File: config.mk
export PLATFORM = sky130hd
export DESIGN_NAME = sevseg_capture
export DESIGN_NICKNAME = d
export VERILOG_FILES = /design/src/rtl/sevseg_capture.sv
export SDC_FILE = /design/constraint.sdc
export NUM_CORES = 1
export LEC_CHECK = 0
export CELL_PAD_IN_SITES_DETAIL_PLACEMENT = 0
export CELL_PAD_IN_SITES_GLOBAL_PLACEMENT = 1
export CORE_ASPECT_RATIO = 1.75
export CORE_UTILIZATION = 44
export CTS_CLUSTER_SIZE = 24
export DETAILED_ROUTE_END_ITERATION = 12
export MAX_ROUTING_LAYER = met4
export PLACE_DENSITY = 0.89
export SYNTH_ARGS = -nofsm -noshare
export SYNTH_HDL_FRONTEND = slang
export SYNTH_SLANG_ARGS = --single-unit
File: constraint.sdc
create_clock -name clk -period 3.35 [get_ports clk]
set_input_delay 0.335 -clock clk [delete_from_list [all_inputs] [get_ports clk]]
set_output_delay 0.335 -clock clk [all_outputs]
set_load 0.05 [all_outputs]
File: src/rtl/sevseg_capture.sv
// sevseg_capture: reconstructs per-digit BCD values from a multiplexed,
// active-low seven-segment bus. A (digit, pattern) pair is captured only
// after it has been sampled unchanged for STABLE_CYCLES synchronised cycles.
module sevseg_capture #(
    parameter int unsigned DIGITS        = 4,
    parameter int unsigned STABLE_CYCLES = 4
) (
    input  logic                  clk,
    input  logic                  rst,
    input  logic [6:0]            seg_n,
    input  logic [DIGITS-1:0]     an_n,
    input  logic                  clr_err,
    output logic [4*DIGITS-1:0]   digits,
    output logic [DIGITS-1:0]     digit_valid,
    output logic                  update,
    output logic                  err,
    output logic [2:0]            err_digit
);

    localparam logic [7:0] STABLE_MAX = 8'(STABLE_CYCLES);

    typedef enum logic [1:0] {
        IDLE  = 2'd0,
        TRACK = 2'd1,
        HELD  = 2'd2
    } state_t;

    logic [6:0]        seg_s1, seg_s2;
    logic [DIGITS-1:0] an_s1, an_s2;

    state_t            state;
    logic [7:0]        cnt;
    logic [DIGITS-1:0] ref_an;
    logic [6:0]        ref_seg;

    logic              cap_go;
    logic [2:0]        cap_idx;
    logic [6:0]        cap_seg;

    logic [3:0]        low_cnt_c;
    logic [2:0]        idx_c;
    logic              single_c;
    logic              same_c;
    logic [4:0]        dec_c;
    logic              blank_c;

    // Map an active-high segment pattern to {decodable, bcd}.
    function automatic logic [4:0] decode(input logic [6:0] p);
        case (p)
            7'b0111111: decode = {1'b1, 4'd0};
            7'b0000110: decode = {1'b1, 4'd1};
            7'b1011011: decode = {1'b1, 4'd2};
            7'b1001111: decode = {1'b1, 4'd3};
            7'b1100110: decode = {1'b1, 4'd4};
            7'b1101101: decode = {1'b1, 4'd5};
            7'b1111101: decode = {1'b1, 4'd6};
            7'b0000111: decode = {1'b1, 4'd7};
            7'b1111111: decode = {1'b1, 4'd8};
            7'b1101111: decode = {1'b1, 4'd9};
            default:    decode = 5'd0;
        endcase
    endfunction

    // Two-flop synchronisers; idle level is all-ones (nothing driven).
    always_ff @(posedge clk or posedge rst) begin
        if (rst) begin
            seg_s1 <= '1;
            seg_s2 <= '1;
            an_s1  <= '1;
            an_s2  <= '1;
        end else begin
            seg_s1 <= seg_n;
            seg_s2 <= seg_s1;
            an_s1  <= an_n;
            an_s2  <= an_s1;
        end
    end

    // Classify the synchronised sample: exactly one active anode is "single".
    always_comb begin
        low_cnt_c = 4'd0;
        idx_c     = 3'd0;
        for (int i = 0; i < DIGITS; i++) begin
            if (!an_s2[i]) begin
                low_cnt_c = low_cnt_c + 4'd1;
                idx_c     = 3'(i);
            end
        end
        single_c = (low_cnt_c == 4'd1);
        same_c   = single_c && (an_s2 == ref_an) && (seg_s2 == ref_seg);
        dec_c    = decode(~cap_seg);
        blank_c  = (cap_seg == 7'h7F);
    end

    // Stability tracker; a capture request always refers to the current sample.
    always_ff @(posedge clk or posedge rst) begin
        if (rst) begin
            state   <= IDLE;
            cnt     <= 8'd0;
            ref_an  <= '1;
            ref_seg <= '1;
            cap_go  <= 1'b0;
            cap_idx <= 3'd0;
            cap_seg <= '1;
        end else begin
            cap_go  <= 1'b0;
            cap_idx <= idx_c;
            cap_seg <= seg_s2;
            case (state)
                IDLE: begin
                    if (single_c) begin
                        ref_an  <= an_s2;
                        ref_seg <= seg_s2;
                        cnt     <= 8'd1;
                        if (STABLE_MAX == 8'd1) begin
                            cap_go <= 1'b1;
                            state  <= HELD;
                        end else begin
                            state  <= TRACK;
                        end
                    end
                end
                TRACK: begin
                    if (!single_c) begin
                        state <= IDLE;
                        cnt   <= 8'd0;
                    end else if (same_c) begin
                        if (cnt + 8'd1 >= STABLE_MAX) begin
                            cnt    <= STABLE_MAX;
                            cap_go <= 1'b1;
                            state  <= HELD;
                        end else begin
                            cnt    <= cnt + 8'd1;
                        end
                    end else begin
                        ref_an  <= an_s2;
                        ref_seg <= seg_s2;
                        cnt     <= 8'd1;
                        if (STABLE_MAX == 8'd1) begin
                            cap_go <= 1'b1;
                            state  <= HELD;
                        end
                    end
                end
                HELD: begin
                    if (!single_c) begin
                        state <= IDLE;
                        cnt   <= 8'd0;
                    end else if (!same_c) begin
                        ref_an  <= an_s2;
                        ref_seg <= seg_s2;
                        cnt     <= 8'd1;
                        if (STABLE_MAX == 8'd1) begin
                            cap_go <= 1'b1;
                        end else begin
                            state  <= TRACK;
                        end
                    end
                end
                default: begin
                    state <= IDLE;
                    cnt   <= 8'd0;
                end
            endcase
        end
    end

    // Apply a capture to its digit, flag changes and latch decode errors.
    always_ff @(posedge clk or posedge rst) begin
        if (rst) begin
            digits      <= '0;
            digit_valid <= '0;
            update      <= 1'b0;
            err         <= 1'b0;
            err_digit   <= 3'd0;
        end else begin
            update <= 1'b0;
            if (clr_err) begin
                err <= 1'b0;
            end
            for (int i = 0; i < DIGITS; i++) begin
                if (cap_go && (cap_idx == 3'(i))) begin
                    if (dec_c[4]) begin
                        digits[4*i +: 4] <= dec_c[3:0];
                        digit_valid[i]   <= 1'b1;
                        update           <= !digit_valid[i] || (digits[4*i +: 4] != dec_c[3:0]);
                    end else begin
                        digit_valid[i]   <= 1'b0;
                        update           <= digit_valid[i];
                        if (!blank_c) begin
                            err       <= 1'b1;
                            err_digit <= cap_idx;
                        end
                    end
                end
            end
        end
    end

endmodule

== Yosys cells after proc, flatten, opt, wreduce, memory -nomap -nowiden ==
Index checks and enable logic that the tools add are counted.
Word-level totals
  register bits after elaboration: 79
  input bits: 14
Operators by class
  add/sub/neg operators: 4
  $lt $le $gt $ge: 1
  equal/unequal tests: 29
  mux-type cells: 68
  bitwise gates (word level): 1
  reductions and logical operators: 25
Operators by type and width (count)
  $eq A7 B7 Y1 const B: 8
  $pmux W5 S10: 1
  $mux W8: 6
  $mux W3: 14
  $mux W1: 28
  $mux W4: 6
  $pmux W8 S3: 1
  $mux W7: 3
  $ne A4 B4 Y1: 4
  $eq A7 B3 Y1 const B: 2
  $pmux W7 S2: 1
  $add A4 B1 Y4 const B: 3
  $mux W2: 6
  $reduce_and A2 Y1: 5
  $ne A3 B3 Y1 const B: 3
  $add A8 B1 Y8 const B: 1
  $ge A8 B3 Y1 const B: 1
  $pmux W4 S2: 1
  $reduce_and A4 Y1: 2
  $eq A7 B6 Y1 const B: 1
  $eq A7 B7 Y1: 1
  $not A7 Y7: 1
  $eq A3 B2 Y1 const B: 2
  $logic_and A1 B1 Y1: 6
  14 further kinds: 21

== Logic depth before layout (Yosys ltp) ==
  word-level depth: 14
  gate-level depth with buffers: 13
  mapped depth without buffers: 12

== Least setup slack after synthesis ==
OpenSTA, ideal clock, no wires.
  path kind: flip-flop to flip-flop
  start point: reg an_s2[0]
  end point: reg ref_seg[0]
  library setup time: 0.082 ns
  data arrival time: 2.809 ns
  required time: 3.268 ns
  slack: 0.459 ns
  stages on the path, launching flop included: 13
  buffers on the path: 1
  period minus slack after synthesis: 2.891 ns
  cell sequence: dfstp_2 > inv_1 > ha_1 > nand2b_1 > and2_1 > ha_1 > xor2_1 > o22ai_1 > a32oi_1 > inv_1 > o211ai_1 > clkbuf_1 > mux2_2
Between the ends
  cells in the longest elaborated chain, start to end: 12
  elaborated cells on any way between the ends: 15
  classes of those cells: add/sub (3); eq/ne (5); mux (4); reduce/logical (3)
Ends and longest elaborated chain
  start: declaration: line 29  | logic [DIGITS-1:0] an_s1, an_s2;
  start signal: assignment: line 75  | an_s2 <= an_s1;
  $mux W1: line 84  | if (!an_s2[i]) begin
  $add A4 B1 Y4: line 85  | low_cnt_c = low_cnt_c + 4'd1;
  $mux W4: line 84
  $add A4 B1 Y4: line 85
  $mux W4: line 84
  $add A4 B1 Y4: line 85
  $mux W4: line 84
  $eq A4 B1 Y1: line 89  | single_c = (low_cnt_c == 4'd1);
  $logic_and A1 B1 Y1 (2 in a row): line 90  | same_c = single_c && (an_s2 == ref_an) && (seg_s2 == ref_seg);
  $ne A2 B2 Y1 (no source line)
  $reduce_and A4 Y1 (no source line) *
  end signal: assignment: line 113  | ref_seg <= seg_s2;
  end signal: assignment: line 137  | ref_seg <= seg_s2;
  end signal: assignment: line 151  | ref_seg <= seg_s2;
  end: declaration: line 34  | logic [6:0] ref_seg;
Mark *: on every way between the ends. The rest lies on a longest branch, timed or not.
A chain may end at the register's enable or synchronous reset.

== Worst setup path in the final report ==
  start point: reg an_s2[0]
  end point: reg state[0]
Between the ends
  cells in the longest elaborated chain, start to end: 12
  elaborated cells on any way between the ends: 19
  classes of those cells: add/sub (3); eq/ne (6); mux (7); reduce/logical (3)
Ends and longest elaborated chain
  $mux W1: line 84
  $add A4 B1 Y4: line 85
  $mux W4: line 84
  $add A4 B1 Y4: line 85
  $mux W4: line 84
  $add A4 B1 Y4: line 85
  $mux W4: line 84
  $eq A4 B1 Y1: line 89
  $logic_and A1 B1 Y1 (2 in a row): line 90
  $ne A3 B3 Y1 (no source line)
  $reduce_and A4 Y1 (no source line)
  end signal: assignment: line 98  | state <= IDLE;
  end signal: assignment: line 117  | state <= HELD;
  end signal: assignment: line 119  | state <= TRACK;
  end: declaration: line 31  | state_t state;
Parallel ways exist; a longest one is shown, timed or not.

==> reports/results.txt <==
Status - finished clean
Final core area utilization - 55.75%
Critical Path AT - 3.31 ns
Via density - 5.313
Root buffer selected by CTS - clkbuf_16
Post-CTS Setup Inserts - 0
Unrepaired setup endpoints after global routing - false
Synth top area share - 30.68%
Tmin final - 3.096 ns
Actual slew at the worst max-slew pin - 0.8595 ns
Inserted Diodes - 0
R2r endpoint - state[0]$_DFFE_PP0P_
VDD IR-drop max - 0.0004046 V
CP Launch Type - register
Top post-synthesis cells by area - dfstp_2 (31%), dfrtp_1 (28%), xor2_1 (4.9%)
Fin Setup TNS - 0 ns
CTS Hold Bufs - 0
Die ar. - 8156 um2
Worst R2R Path Depth - 12
PwrDens - 594.6 nW/um2
# fillers - 678
Wire per inst - 14.22 um
CTS Buf Count - 9
Vias in the first global route - 2,335
Die X - 68.70 um
Largest family of logic cells by synthesized area - simple AND/OR/NAND/NOR gates
Worst-Skew Late Latency - 0.33 ns
Rows - 42
Clk slew on worst S/H paths - 0.06 ns
Maximum clock frequency - 323.0 MHz
CP Capture Type - register
Yosys warns - 0
Global-route usage over all layers - 18.12%
Post-Syn Area per Cell - 11.42 um2
Drc violations - 0
IO Pins - 39
Syn Std Cell Area - 3426 um2
CTS tree - done
Unique masters post-synth - 45
First-pass GRT wire length - 10,430 um
DPL Wire Length - 4701 um
Initial antenna violation count - 0
R2r setup slk - 0.25 ns
Nets@finish - 367
Final Max Slew Viols - 0
Global placement routability congestion - 0.8405
Critical Setup Path Class - reg -> reg
Setup Skew - 0.004065 ns
Synth Area in Compound Gates - 10.34%
H-tree Lvls - 3
Final setup vio count - 0
Drt initial violations - 190
R2R Path Start - an_s2[0]$_DFF_PP1_
Sequential-to-total area share from yosys stat - 58.44%
Fin. Hold Viols - 0
Routed Antenna Nets - 0
Crit path max fanout - 13
Gr ovfl total - 0
Port bufs - 38
Worst setup path start - an_s2[0]$_DFF_PP1_
Synth Area in Adders - 2.922%
Clock sink count - 78
Share of layout cells above drive strength 1 - 22.57%
Instance count of the mapped netlist - 300
Xor and xnor area share after synthesis - 6.647%
Simple-Gate Fraction of Synth Area - 14.65%
Pin count of the biggest net entering global routing - 39
Yosys top cell by area - dfstp_2
Slew headroom - 42.45%
Leak - 1.784 nW
Hold WC Path Type - in -> async
WL final - 6230 um
Vias - 2,327
Core Box Area - 7567 um2
Mux cell area share after synthesis - 4.200%
Worst path required time - 3.56 ns
Yosys reg bits - 78
Max-cap violations - 0
Drt pass-1 iters - 4
Longest Clk Path Bufs - 2
Number of gates resized after CTS - 0
CP Capture Point - state[0]$_DFFE_PP0P_
Final period utilization - 92.41%
Syn_nets - 322
Area Overhead vs Synth - 23.16%
Starting Density - 45.27%
Die H - 118.7 um
state kept, by name, indices dropped and copies added, names as in the netlist, 2 cells and up:
register     flops
seg_s1           7
state            2
err_digit        3
seg_s2           7
an_s1            4
digits          16
cap_idx          2
ref_seg          7
ref_an           4
digit_valid      4
an_s2            4
cap_seg          7
cnt              8
worst max-delay path, cell delays in order (launching register included):
cell,delay (ns)
dfstp_2,0.55
inv_1,0.06
ha_1,0.30
nand2b_1,0.16
and2_1,0.17
ha_1,0.21
xor2_1,0.14
o22ai_1,0.17
a32oi_1,0.12
nor2_1,0.20
a22o_1,0.36
nand3b_1,0.20
mux2_2,0.34
worst min-delay path by stage:
| stage | to | slack (ns) |
|---|---|---|
| final | cnt[6]$_DFFE_PP0P_ | 0.30 |
| after global routing | cnt[4]$_DFFE_PP0P_ | 0.33 |
| after CTS | cnt[4]$_DFFE_PP0P_ | 0.30 |
| after detailed placement | seg_s2[1]$_DFF_PP1_ | 0.35 |
| after global placement | seg_s2[2]$_DFF_PP1_ | 0.35 |
| after floorplan | an_s1[0]$_DFF_PP1_ | 0.34 |
synthesized netlist by cell type:
cell and count:
or3_1 2, a31oi_1 5, nor4_4 1, and2_1 6
o22ai_1 2, o211ai_1 4, buf_4 1, ha_1 8
mux2i_1 2, nand2b_1 5, clkbuf_1 2, nor2_1 11
inv_1 12, xor2_1 19, o221a_1 1, o31ai_1 3
a21oi_1 6, mux2_2 11, dfrtp_1 38, nor4_1 3
nand3b_1 3, buf_6 1, o21ai_0 28, a22oi_1 1
a21oi_2 1, dfstp_2 40, o2bb2ai_1 1, or2_2 1
nor3b_1 2, nand4b_1 2, nand3_1 6, a32oi_1 1
nand4_1 3, and3_1 2, a22o_1 3, o21ai_2 1
or3b_2 2, buf_2 5, or4_1 2, nor3_1 2
a21o_1 1, xnor2_1 7, nand2_1 39, nor2b_1 3
and4_1 1
cell families after synthesis:
logic type      Yosys count
simple gates             96
xor+xnor                 26
buf+inv                  21
compound gates           58
mux                      13
flops                    78
fa+ha+maj                 8
layout make-up:
| cell class | count | area (um2) | area share (%) |
|---|---|---|---|
| Tap cell | 88 | 110.1 | 2.610 |
| Multi-Input combinational cell | 201 | 1328 | 31.46 |
| Timing Repair Buffer | 43 | 417.9 | 9.905 |
| Clock inverter | 5 | 52.55 | 1.246 |
| Sequential cell | 78 | 2002 | 47.45 |
| Inverter | 12 | 45.04 | 1.068 |
| Clock buffer | 11 | 264.0 | 6.257 |
placed cells by master (no fill, tap or decap), types with 3 or more instances in the layout:
master,n
dfstp_2,40
nand2_1,39
dfrtp_1,38
clkdlybuf4s50_1,38
o21ai_0,28
xor2_1,19
nor2_1,11
inv_1,11
mux2_2,11
clkbuf_16,10
ha_1,8
xnor2_1,7
a21oi_1,6
nand3_1,6
and2_1,6
nand2b_1,5
a31oi_1,5
buf_4,5
o211ai_1,4
o31ai_1,3
nor4_1,3
nand4_1,3
a22o_1,3
nor2b_1,3
nand3b_1,3
metal layers:
| layer | vias to the layer above | GRT usage [%] | routed length, um |
|---|---|---|---|
| li1 | 1124 | - | - |
| met1 | 1137 | 17.20 | 2299 |
| met2 | 54 | 31.68 | 3547 |
| met3 | 12 | 5.212 | 187 |
| met4 | 0 | 8.801 | 195 |
| met5 | - | - | 0 |
where the power goes:
part	switching [W]	internal [W]
Combinational	0.000157	0.000162
Clock	0.000364	0.000640
Sequential	0.0000813	0.00110
metrics by stage:
stage               setup WS (ns)  hold WS, ns  std cells  area, um2  power (W)
floorplan                  0.4588       0.3395        300       3426   0.001435
CTS                        0.2519       0.3023        438       4219   0.002536
finish                     0.2541       0.2984        438       4219   0.002509
detailed placement         0.2764       0.3469        422       3902   0.001525
global placement           0.3765       0.3455        422       3902   0.001507
global route              0.05420       0.3273        438       4219   0.002639
(Power assumes the default switching activity.)
